`config.mk`:
```
export PLATFORM = sky130hd
export DESIGN_NAME = ucie_ctl_tx_buffer
export DESIGN_NICKNAME = d
export VERILOG_FILES = /design/src/rtl/ucie_ctl_tx_buffer.sv
export SDC_FILE = /design/constraint.sdc
export NUM_CORES = 1
export LEC_CHECK = 0
export ABC_AREA = 1
export BUFFER_PORTS_ARGS = -buffer_cell sky130_fd_sc_hd__buf_2
export CORE_MARGIN = 5
export CORE_UTILIZATION = 55
export CTS_CLUSTER_SIZE = 25
export DETAILED_ROUTE_END_ITERATION = 10
export GPL_TIMING_DRIVEN = 0
export MAX_ROUTING_LAYER = met4
export PLACE_DENSITY = 0.78
export SLEW_MARGIN = 20
export SYNTH_ARGS = -nofsm -noshare
export SYNTH_HDL_FRONTEND = slang
export SYNTH_SLANG_ARGS = --single-unit
export TNS_END_PERCENT = 20
```
`constraint.sdc`:
```
create_clock -name i_clk -period 4.1 [get_ports i_clk]
set_clock_uncertainty 0.1 [all_clocks]
set_input_delay 0.41 -clock i_clk [delete_from_list [all_inputs] [get_ports i_clk]]
set_output_delay 0.41 -clock i_clk [all_outputs]
set_load 0.02 [all_outputs]
```
`src/rtl/ucie_ctl_tx_buffer.sv`:
```
// Transmit elastic buffer between the FDI adapter side and the RDI physical-layer side.
// A DEPTH-entry FIFO feeds a registered output stage with valid/ready handshaking on both sides.
module ucie_ctl_tx_buffer #(
    parameter int NBYTES = 3,
    parameter int DEPTH  = 4
) (
    input  logic                     i_clk,
    input  logic                     i_rst,
    input  logic                     i_buffer_en,
    input  logic                     i_flush,
    input  logic [NBYTES-1:0]        i_fdi_lp_data,
    input  logic                     i_fdi_lp_valid,
    output logic                     o_fdi_pl_trdy,
    output logic [NBYTES-1:0]        o_rdi_lp_data,
    output logic                     o_rdi_lp_valid,
    input  logic                     i_rdi_pl_trdy,
    output logic [$clog2(DEPTH):0]   o_count,
    output logic                     o_full,
    output logic                     o_empty,
    output logic                     o_overflow_detected
);

    localparam int AW = $clog2(DEPTH);
    localparam int CW = AW + 1;

    logic [NBYTES-1:0] mem_q [DEPTH];

    logic [AW-1:0]     wr_ptr_q, wr_ptr_d;
    logic [AW-1:0]     rd_ptr_q, rd_ptr_d;
    logic [CW-1:0]     count_q, count_d;
    logic [NBYTES-1:0] out_data_q, out_data_d;
    logic              out_valid_q, out_valid_d;
    logic              ovf_q, ovf_d;

    logic              full_s;
    logic              empty_s;
    logic              trdy_s;
    logic              wr_en_s;
    logic              ld_en_s;

    // Handshake qualifiers; full blocks writes even if a load frees a slot on the same edge.
    always_comb begin
        full_s  = (count_q == CW'(DEPTH));
        empty_s = (count_q == {CW{1'b0}});
        trdy_s  = i_buffer_en & ~i_flush & ~full_s;
        wr_en_s = i_fdi_lp_valid & trdy_s;
        ld_en_s = i_buffer_en & ~i_flush & ~empty_s & (~out_valid_q | i_rdi_pl_trdy);
    end

    // Next-state for pointers, occupancy, output stage and sticky overflow flag.
    always_comb begin
        wr_ptr_d    = wr_ptr_q;
        rd_ptr_d    = rd_ptr_q;
        count_d     = count_q;
        out_data_d  = out_data_q;
        out_valid_d = out_valid_q;
        ovf_d       = ovf_q;

        if (i_flush) begin
            wr_ptr_d    = {AW{1'b0}};
            rd_ptr_d    = {AW{1'b0}};
            count_d     = {CW{1'b0}};
            out_valid_d = 1'b0;
            ovf_d       = 1'b0;
        end else begin
            if (wr_en_s) begin
                wr_ptr_d = wr_ptr_q + AW'(1);
            end else begin
                wr_ptr_d = wr_ptr_q;
            end

            if (ld_en_s) begin
                rd_ptr_d    = rd_ptr_q + AW'(1);
                out_data_d  = mem_q[rd_ptr_q];
                out_valid_d = 1'b1;
            end else if (out_valid_q & i_rdi_pl_trdy) begin
                out_valid_d = 1'b0;
            end else begin
                out_valid_d = out_valid_q;
            end

            case ({wr_en_s, ld_en_s})
                2'b10:   count_d = count_q + CW'(1);
                2'b01:   count_d = count_q - CW'(1);
                default: count_d = count_q;
            endcase

            if (i_fdi_lp_valid & i_buffer_en & full_s) begin
                ovf_d = 1'b1;
            end else begin
                ovf_d = ovf_q;
            end
        end
    end

    // Control and output-stage state, cleared asynchronously by the active-low reset.
    always_ff @(posedge i_clk or negedge i_rst) begin
        if (!i_rst) begin
            wr_ptr_q    <= {AW{1'b0}};
            rd_ptr_q    <= {AW{1'b0}};
            count_q     <= {CW{1'b0}};
            out_data_q  <= {NBYTES{1'b0}};
            out_valid_q <= 1'b0;
            ovf_q       <= 1'b0;
        end else begin
            wr_ptr_q    <= wr_ptr_d;
            rd_ptr_q    <= rd_ptr_d;
            count_q     <= count_d;
            out_data_q  <= out_data_d;
            out_valid_q <= out_valid_d;
            ovf_q       <= ovf_d;
        end
    end

    // Storage array; left unreset since occupancy alone says which entries are meaningful.
    always_ff @(posedge i_clk) begin
        if (wr_en_s) begin
            mem_q[wr_ptr_q] <= i_fdi_lp_data;
        end
    end

    assign o_fdi_pl_trdy       = trdy_s;
    assign o_rdi_lp_data       = out_data_q;
    assign o_rdi_lp_valid      = out_valid_q;
    assign o_count             = count_q;
    assign o_full              = full_s;
    assign o_empty             = empty_s;
    assign o_overflow_detected = ovf_q;

endmodule

```
After elaboration in Yosys (flattened, before gate mapping)
Memory sizes are Yosys's and may differ from the RTL's. A register that Yosys moved wholly into a read port is not among the register bits.
Cells that the tools add are included.

storage, ports and cells
  input bits = 9
  memories = 1
  bits in registers = 9
  RAM bits = 12
  word-level logic and storage cells = 47
  memory bits (read-only) = 0
  output and inout port bits = 11
  latch bits = 0

cells by class
  equal/unequal tests = 3
  magnitude comparators = 0
  multipliers = 0
  div/mod/pow operators = 0
  $add $sub $neg = 4
  bitwise gates (word level) = 13
  shifts and indexed selects = 0
  muxes and demuxes = 13
  reductions and logical operators = 8

memories
  memory  words  bits a word  read ports  clocked after memory_dff  wr ports  line  source
  mem_q   4      3            1           1                         1         26    logic [NBYTES-1:0] mem_q [DEPTH];

operators by type and width
  cell                                                                   count
  1-bit bitwise AND                                                      8
  2-bit two-way mux                                                      4
  1-bit two-way mux                                                      7
  3-bit one-hot mux with 2 select lines                                  1
  2-bit nonzero test                                                     3
  3-bit nonzero test                                                     2
  2-bit by 1-bit adder with 2-bit output, second input constant          2
  1-bit inverter                                                         4
  3-bit by 1-bit adder with 3-bit output, second input constant          1
  3-bit equality test, second input constant                             1
  3-bit zero test                                                        1
  3-bit two-way mux                                                      1
  3-bit by 1-bit subtractor with 3-bit output, second input constant     1
  2-bit by 1-bit equality test with 1-bit output, second input constant  1
  2-bit equality test, second input constant                             1
  2-bit AND reduction                                                    1
  1-bit zero test                                                        1
  1-bit bitwise OR                                                       1

Longest topological paths before layout
Gate-level depths: netlist of the first run.

  depth after elaboration = 7
  gate-level depth with buffers = 12
  depth with buffers taken out = 12

Least setup slack after synthesis of the first run
No wires, ideal clock.

  path type = reg-to-reg
  start point = reg count_q[0] (netlist: o_count[0])
  end point = reg count_q[2] (netlist: o_count[2])
  arrival = 1.756 ns
  buffers on the path = 0
  period minus slack after synthesis = 1.975 ns
  library setup time = 0.119 ns
  data required time = 3.881 ns
  slack = 2.125 ns
  stages on the path, launching flop included = 13
  cells stage by stage = dfrtp_1 > nor2_1 > nand2_1 > nand2_2 > nor2_4 > nor2_2 > fa_1 > xor2_1 > inv_1 > nand2_1 > nand2_1 > inv_1 > nand2_1

between the ends
  word-level cells in the longest chain between the ends = 7
  elaborated cells between the ends (all ways) = 15
  classes of those cells = add/sub (2); eq/ne (3); mux (2); bitwise (6); reduce/logical (2)

ends and longest elaborated chain
  what                                                                                          line    source
  start: declaration                                                                            30      logic [CW-1:0] count_q, count_d;
  start signal: assignment                                                                      101     count_q <= {CW{1'b0}};
  start signal: assignment                                                                      108     count_q <= count_d;
  3-bit equality test / 3-bit zero test (equally long branches)                                 43, 44
  1-bit inverter (on tied branches)                                                             45, 47
  1-bit bitwise AND (on tied branches)                                                          45, 47
  1-bit bitwise AND (on tied branches)                                                          46, 47
  2-bit by 1-bit equality test with 1-bit output / 2-bit equality test (equally long branches)  82      case ({wr_en_s, ld_en_s})
  3-bit one-hot mux with 2 select lines                                                         82
  3-bit two-way mux                                                                             59      if (i_flush) begin

Several ways; a longest one is shown, not always the timed one.
A chain may end at the register's enable or synchronous reset.

Worst setup path in the final report of the first run
Ends and elaborated chain as after synthesis.

==> results of run 1 <==
==> cell families after synthesis <==
family / Yosys count
AO/OA/AOI/OAI: 15
XOR/XNOR: 1
adder cells (fa/ha/maj): 5
buffers and inverters: 22
flip-flops: 24
AND/OR/NAND/NOR: 52
==> worst paths after layout <==
| path | startpoint | slack, ps | depth (start not counted) | endpoint |
|---|---|---|---|---|
| min | i_fdi_lp_data[2] | 200 | 1 | mem_q[2][2] |
| min reg2reg | o_rdi_lp_data[0] | 390 | 2 | o_rdi_lp_data[0] |
| max reg2reg | o_count[0] | 1970 | 11 | o_count[2] |
| max in group asynchronous | i_rst | 3300 | 2 | o_count[2] |
| min in group asynchronous | i_rst | 390 | 2 | rd_ptr_q[1] |
| max | o_count[0] | 1970 | 11 | o_count[2] |
==> per-layer routing <==
layer | track usage (%) | vias up | routed length, µm
li1 | - | 436 | -
met1 | 18.6 | 393 | 895
met2 | 26.2 | 18 | 1130
met3 | 3.25 | 3 | 93
met4 | 6.10 | 0 | 27
met5 | - | - | 0
==> cell usage in the layout (no fill, tap or decap), drive strengths merged <==
master,n
inv,20
nand3,6
nand2,26
dfrtp,12
clkinv,2
dlygate4sd3,1
a32o,1
clkbuf,3
edfxtp,12
ha,4
a21oi,2
xor2,1
fa,1
buf,20
o21ai,9
nand4,3
o22ai,3
nor2,17
==> area by class of cell <==
cell class	count	area, µm²
Multi-Input combinational cell	73	432
Buffer	1	5.00
Fill cell	159	661
Timing Repair Buffer	20	105
Tap cell	27	33.8
Inverter	21	78.8
Clock buffer	3	22.5
Clock inverter	1	3.75
Sequential cell	24	661
==> worst reg2reg max path, delay by kind of cell, from the launching register on <==
family | cells | cell delay [ps]
xor gates and xnor gates | 1 | 260
adders and majority gates | 1 | 390
buffers and inverters | 2 | 100
DFF | 1 | 470
and+or+nand+nor | 7 | 700
==> sequential cells by signal, indices dropped and copies added, names as in the netlist <==
signal               cells
o_rdi_lp_valid           1
o_overflow_detected      1
mem_q                   12
o_rdi_lp_data            3
rd_ptr_q                 2
wr_ptr_q                 2
o_count                  3
==> where the power goes <==
group / internal [mW] / leakage, nW / switching, mW
Sequential: 0.288 / 0.267 / 0.0282
Combinational: 0.0829 / 0.360 / 0.172
Clock: 0.0356 / 0.0154 / 0.0659
==> results.md, run 1 <==
- After technology mapping, the gate count stands at 119.
- During I/O placement, the number of pins put on the boundary was 20.
- Among the stages of the critical path, the cell type that occurs most often is sky130_fd_sc_hd__nand2_1.
- The most frequently used cell type in the post-synthesis netlist is sky130_fd_sc_hd__nand2_1.
- Counting instances in the post-synthesis netlist gives the leading cell types as sky130_fd_sc_hd__nand2_1, sky130_fd_sc_hd__inv_1, sky130_fd_sc_hd__nor2_1.
- The setup slack after placement is approximately 1900 ps.
- The count of cells in the finished layout, fillers not included, comes to 170.
- The adder-cell share of the synthesized area is under 10%.
- Summing every instance area after synthesis gives about 1200 µm².
- Yosys attributes the largest share of cell area to sky130_fd_sc_hd__edfxtp_1, sky130_fd_sc_hd__dfrtp_1, sky130_fd_sc_hd__nand2_1.
- The number of antenna violations at the first check in global routing is 0.
- The floorplan has 16 rows.
- The final routed wire length divided by cell count is 12.6 µm.
- The share of the core filled with cells is about two thirds.
- Relative to the synthesized area, the layout overhead comes to 14.0%.
- The run finished with clean final reports.
- In the synthesized netlist the async set-or-reset flop fraction comes to about half.
- On the worst path, the slowest cell contributes a delay of about 470 ps.
- After layout, the design draws a total of 0.673 mW.
- The routed design has approximately 2100 µm of wire.
- The total area inside the core boundary comes to between 2000 and 2500 µm².
- The initial utilization of the core area, before any placement, comes to 58.7%.
- Setup repair after global routing left no endpoint under its margin.
- For the worst-skew pair, the clock arrives at the later sink with an insertion delay of approximately 310 ps.
- The first global-routing pass estimated between 3000 and 4000 µm of wire.
- The number of nets in the synthesized netlist is about 130.
- The average vias per placed instance is about 5.0.
- During synthesis, Yosys emitted a total of 0 warnings.
- sky130_fd_sc_hd__edfxtp_1 takes more of the synthesized area than any other cell.
- The worst path uses slightly above 50% of the clock period.
- In this run the static leakage power is approximately 0.64 nW.
- Setup violations remaining at the end of the flow were counted as 0.
- Input and output buffers added on the ports amount to 19.
- The type of destination of the critical path is a flip-flop.
- The critical-path maximum fanout is 9.
- The net count of the finished layout is 158.
- Derived from the worst setup path, the maximum achievable clock frequency is 0.470 GHz.
- The count of nets left with antenna violations once routing finished came out at 0.
- The post-route netlist has about 25% of its cells at a drive strength greater than 1.
- The vertical die dimension is around 56 µm.
- The share of the synthesized area in the top cell type is between 30% and 40%.
- On the critical path, the stage with the largest delay is an instance of sky130_fd_sc_hd__dfrtp_1.
- The simple-gate share of the synthesized area is between 20% and 30%.
- For this run, the total global-route usage over all layers was measured as 15.7%.
- The share of synthesized area occupied by flip-flops and latches is 56.2%.
- The slew at the pin closest to its max-slew limit is 294 ps.
- The post-synthesis cell type count is 25.
- The count of max-cap constraint violations is 0.
- The count of clock tree sinks is 24.
- After synthesis, the share of cell area in mux cells is 0%.
- Post-CTS timing repair inserted 0 buffers for setup.
- The largest net degree at the start of global routing is 14.
- STA puts the critical path data required time at about 4200 ps.
- Traced cell by cell, the critical path runs through nor2_1 > nand2_1 > nand3_4 > nor2_2 > fa_1 > xor2_1 > inv_1 > nand2_1 > nand2_1 > inv_1 > nand2_1.
- After the first detailed-routing iteration, the DRC count stood at 33.
- The number of buffers and inverters on the critical path is 2.
- The global placer's final weighted congestion is around 0.75.
- The instance area after placement is 1310 µm².
- The combinational family with the most area after synthesis is simple AND/OR/NAND/NOR gates.
- The compound-gate portion of the synthesized area is roughly 7.4%.
- Across the VDD grid, the largest voltage drop is roughly 360 µV.
- Summing over every cut layer, the via total after detailed routing is 850.
- The startpoint-to-endpoint class of the critical path is reg -> reg.
- The total non-filler cell area in the finished layout is approximately 1300 µm².
- Summed over all failing endpoints, the final setup total negative slack is 0 ps.
- Detailed placement ended at an HPWL of 1700 µm.
- After clock tree synthesis, the clock-pin slew on the worst setup and hold paths is 120 ps.
- In this run the clock root is driven by a sky130_fd_sc_hd__clkbuf_4.
- STA puts the critical path data arrival time at 2240 ps.
- Across all setup checks in the final design, the least slack found is a little under 2000 ps.
- The minimum period implied by the final worst setup slack is approximately 2100 ps.
- The type of the worst min-delay path is in -> reg.
- Including well taps, the total number of placed cells is roughly 170.
- The x dimension of the die is between 50 and 60 µm.
- The pre-antenna-repair detailed-routing pass consisted of 4 iterations.
- The register bit total from synthesis is 24.
- The die covers 3160 µm².
- The number of flops mapped to enable cells by yosys is 12.
- The final hold violation count was 0.
- The longest clock path from root to sink contains 2 buffers.
- Global routing finished with a remaining overflow of 0.
- The via count of the first global-routing pass is between 800 and 900.
- The TritonCTS clock tree is built.
- The DRC violation count after routing is 0.
- The synthesized netlist devotes less than 1% of its cell area to XOR and XNOR gates.
- In this run the mean area of a mapped cell was roughly 10 µm².
- The most used flip-flop cell after synthesis is sky130_fd_sc_hd__edfxtp_1.
- CTS built an H-tree with a depth of 1.
- The startpoint kind of the worst setup timing path is a flip-flop.
- Once the clock tree was built, the resizer swapped 0 gates to a different size.
- 0 antenna diodes ended up in the layout.
- The total power divided by cell area is 502 nW/µm².
- The cell type group with the largest total delay on the critical path is simple AND/OR/NAND/NOR gates.
- Measured against its own limit, the worst slew margin works out to ~80%.
- The total of hold buffers inserted after clock tree synthesis is 1.
- The max-slew violation total from the final report is 0.
- The worst hold slack after final layout is 203 ps.
- The number of clock buffers added by TritonCTS is 3.
(Power assumes the default switching activity.)
==> run 2: changes to the inputs <==
CORE_UTILIZATION = 49   (was 55)
PLACE_DENSITY = 0.74   (was 0.78)
clock period = 1.9 ns   (was 4.1 ns; I/O delays follow)
==> run 2 against run 1 <==
Effect of this change:
- critical path depth stayed put
- hold slack worse by 130 ps
- wire length is 8.0% higher
- critical endpoint unchanged
- highest routed layer unchanged
- sequential share of layout area is 3.2 points lower
- via count is 4.5% higher
- utilization is 3.1 points lower
- largest power group unchanged
- power is 130% higher
- global-route usage is 0.14 points lower
==> results.md, run 2 (same netlist as run 1, synthesis figures left out) <==
- The net count reported at finish is 166 (+5.1%).
- The global placer's final weighted congestion is 0.776 (+3.0%).
- The combinational fraction of design power is 41.5% (+3.6 points).
- The signed area change from the synthesized netlist to the final layout is 22.6%.
- The first-iteration detailed-routing DRC count is 24 (-27%).
- The area of the die was 3480 µm² (+10%).
- The count of buffers inserted at the top-level ports is 19 (unchanged).
- The DRC violation count after routing came to 0 (unchanged).
- The critical-path maximum fanout came to 2 (-7).
- The largest net degree at the start of global routing came to 14 (unchanged).
- The x dimension of the die is 59.0 µm (+4.9%).
- The clock tree buffer depth came to 2 (unchanged).
- The startpoint kind of the worst setup timing path is a flip-flop.
- The setup slack after placement came to -94.8 ps (-1980 ps).
- The clock latency on the worst-skew pair came to 310 ps (about the same).
- The worst hold slack after final layout is 71.9 ps (-131 ps).
- The number of antenna violations at the first check in global routing is 0 (unchanged).
- The number of iterations in the first detailed-routing pass came to 4 (unchanged).
- The number of inserted diodes is 0 (unchanged).
- The final worst setup slack was 99.1 ps (-1870 ps).
- The count of max-cap constraint violations is 0 (unchanged).
- TritonCTS built the clock tree.
- The type of the worst min-delay path is in -> reg.
- The slew at the pin closest to its max-slew limit is 286 ps (-8.86 ps).
- The number of endpoints failing setup at the final stage is 0 (unchanged).
- The area of the core region came to 2250 µm² (+13%).
- The vertical die dimension is 59.0 µm (+4.9%).
- The required time of the critical path is 2020 ps (-2190 ps).
- The count of nets left with antenna violations after detail routing is 0 (unchanged).
- The worst path arrival time was 1920 ps (-320 ps).
- The number of buffers created by CTS was 3 (unchanged).
- The post-route setup TNS came to 0 ps (unchanged).
- The final worst-path cycle share is 94.8% (+43 points).
- The fraction of power spent switching nets is 39.5% (-0.088 points).
- The total congestion overflow after global routing is 0 (unchanged).
- The type of destination of the critical path is a flip-flop.
- The average vias per placed instance came to 4.96 (-0.78%).
- Clock tree synthesis selected as its root buffer the cell sky130_fd_sc_hd__clkbuf_4.
- The share of the core filled with cells is 63.9% (-3.1 points).
- The top-level port count is 20 (unchanged).
- The ratio of cells with drive above 1 in the final layout was 32.5% (+7.3 points).
- The number of H-tree branching levels is 1 (unchanged).
- The total number of placement rows came to 17 (+1).
- The top cell types in the final layout, fill and taps aside, are sky130_fd_sc_hd__buf_2, sky130_fd_sc_hd__nand2_1, sky130_fd_sc_hd__inv_1.
- The initial core utilization came to 52.2% (-6.6 points).
- The total leakage power was 0.683 nW (+6.3%).
- The flow ran to the end, and the final reports show no timing, DRC or antenna violations.
- The via count of the routed design was 888 (+4.5%).
- The via count of the first global-routing pass was 929 (+6.2%).
- The detailed placer's ending HPWL is 1670 µm (-2.0%).
- The aggregate global-route resource usage is 15.6% (-0.14 points).
- The peak supply drop came to 697 µV (+96%).
- The total of fill cells in the finished design is 200 (+26%).
- The wire length of the first global-routing pass is 3950 µm (+3.6%).
- mem_q holds more flip-flops than any other register.
- The clock slew seen by the registers of the worst setup and hold paths is 130 ps (about the same).
- The total wire length is 2320 µm (+8.0%).
- The power share of the clock group was 14.4% (-0.7 points).
- The sequential fraction of design power is 44.1% (-2.9 points).
- The critical path is of the reg -> reg type.
- The worst relative slew slack came to 80.9% (+0.59 points).
- The switching power summed over all nets is 0.619 mW (+130%).
- The highest clock rate is 0.555 GHz (+18%).
- Setup repair after global routing could not meet its margin everywhere.
- The max-slew violation total from the final report is 0 (unchanged).
- The total power divided by cell area was 1090 nW/µm² (+120%).
- The final routed wire length divided by cell count was 13.0 µm (+2.5%).
- The internal portion of total power is 0.948 mW (+130%).
- The flip-flop count of the largest register after layout is 12 (unchanged).
- The minimum period implied by the final worst setup slack is 1800 ps (-327 ps).
- The final hold violation count is 0 (unchanged).
- The count of clock tree sinks came to 24 (unchanged).
## run 2: cell count changes in the layout (fill, tap and decap cells not counted), moves of 2 or more
cell / delta
sky130_fd_sc_hd__buf_4: +5
sky130_fd_sc_hd__dfrtp_1: -3
sky130_fd_sc_hd__dfrtp_2: +3
sky130_fd_sc_hd__dlygate4sd3_1: +3
sky130_fd_sc_hd__nand2_1: -2
## run 2: layer usage
layer,up-vias,part of all wire [%],GRT usage (%)
met5,-,0,-
met4,0,1.7,6.80
met1,417,44,19.6
li1,446,-,-
met2,20,50,25.2
met3,5,4.0,1.96
## run 2: power by group through the flow
stage / clock, mW / sequential, mW / combinational, mW
global route: 0.265 / 0.705 / 0.725
detailed placement: 0 / 0.698 / 0.546
finish: 0.225 / 0.691 / 0.650
CTS: 0.240 / 0.679 / 0.582
floorplan: 0 / 0.771 / 0.301
global placement: 0 / 0.692 / 0.531
## run 2: critical path, cell delays in order (launching register included)
cell and delay [ps]:
sky130_fd_sc_hd__dfrtp_2 450, sky130_fd_sc_hd__nor2_4 160, sky130_fd_sc_hd__nand2_2 90, sky130_fd_sc_hd__nand3_4 70
sky130_fd_sc_hd__nor2_2 50, sky130_fd_sc_hd__fa_2 350, sky130_fd_sc_hd__xor2_2 180, sky130_fd_sc_hd__inv_1 50
sky130_fd_sc_hd__nand2_1 60, sky130_fd_sc_hd__nand2_1 40, sky130_fd_sc_hd__inv_1 50, sky130_fd_sc_hd__nand2_1 50
## run 2: timing repair
action	4_1_cts	5_1_grt
hold buffers	4	0
endpoints found under the setup margin	1	2
pin swaps	3	2
resized for setup	0	8
buffers inserted	3	2
endpoints found under the hold margin	24	0
## run 2: final timing paths
path	startpoint	cells past startpoint	slack [ps]	end
setup / recovery	o_count[0]	11	100	o_count[2]
hold / removal	i_fdi_lp_valid	2	70	o_overflow_detected
setup reg to reg	o_count[0]	11	100	o_count[2]
hold reg to reg	o_rdi_lp_data[0]	2	390	o_rdi_lp_data[0]
max in group asynchronous	i_rst	2	1300	o_count[0]
min in group asynchronous	i_rst	2	170	o_rdi_lp_data[2]
## run 2: cell type report
class                      count  area, µm²  area share (%)
tap                           28       35.0            2.43
buffer                         1       5.00           0.347
clock buffer                   3       22.5            1.56
sequential                    24        664            46.1
inverter                      21       78.8            5.47
clock inverter                 1       3.75           0.260
timing repair buffer          28        173            12.0
multi-input combinational     73        459            31.9
## run 2: per-stage QoR
| stage | power (mW) | area [µm²] | std cells |
|---|---|---|---|
| finish | 1.57 | 1440 | 179 |
| global route | 1.69 | 1440 | 179 |
| CTS | 1.50 | 1400 | 177 |
| detailed placement | 1.24 | 1310 | 166 |
| global placement | 1.22 | 1310 | 166 |
| floorplan | 1.07 | 1180 | 119 |
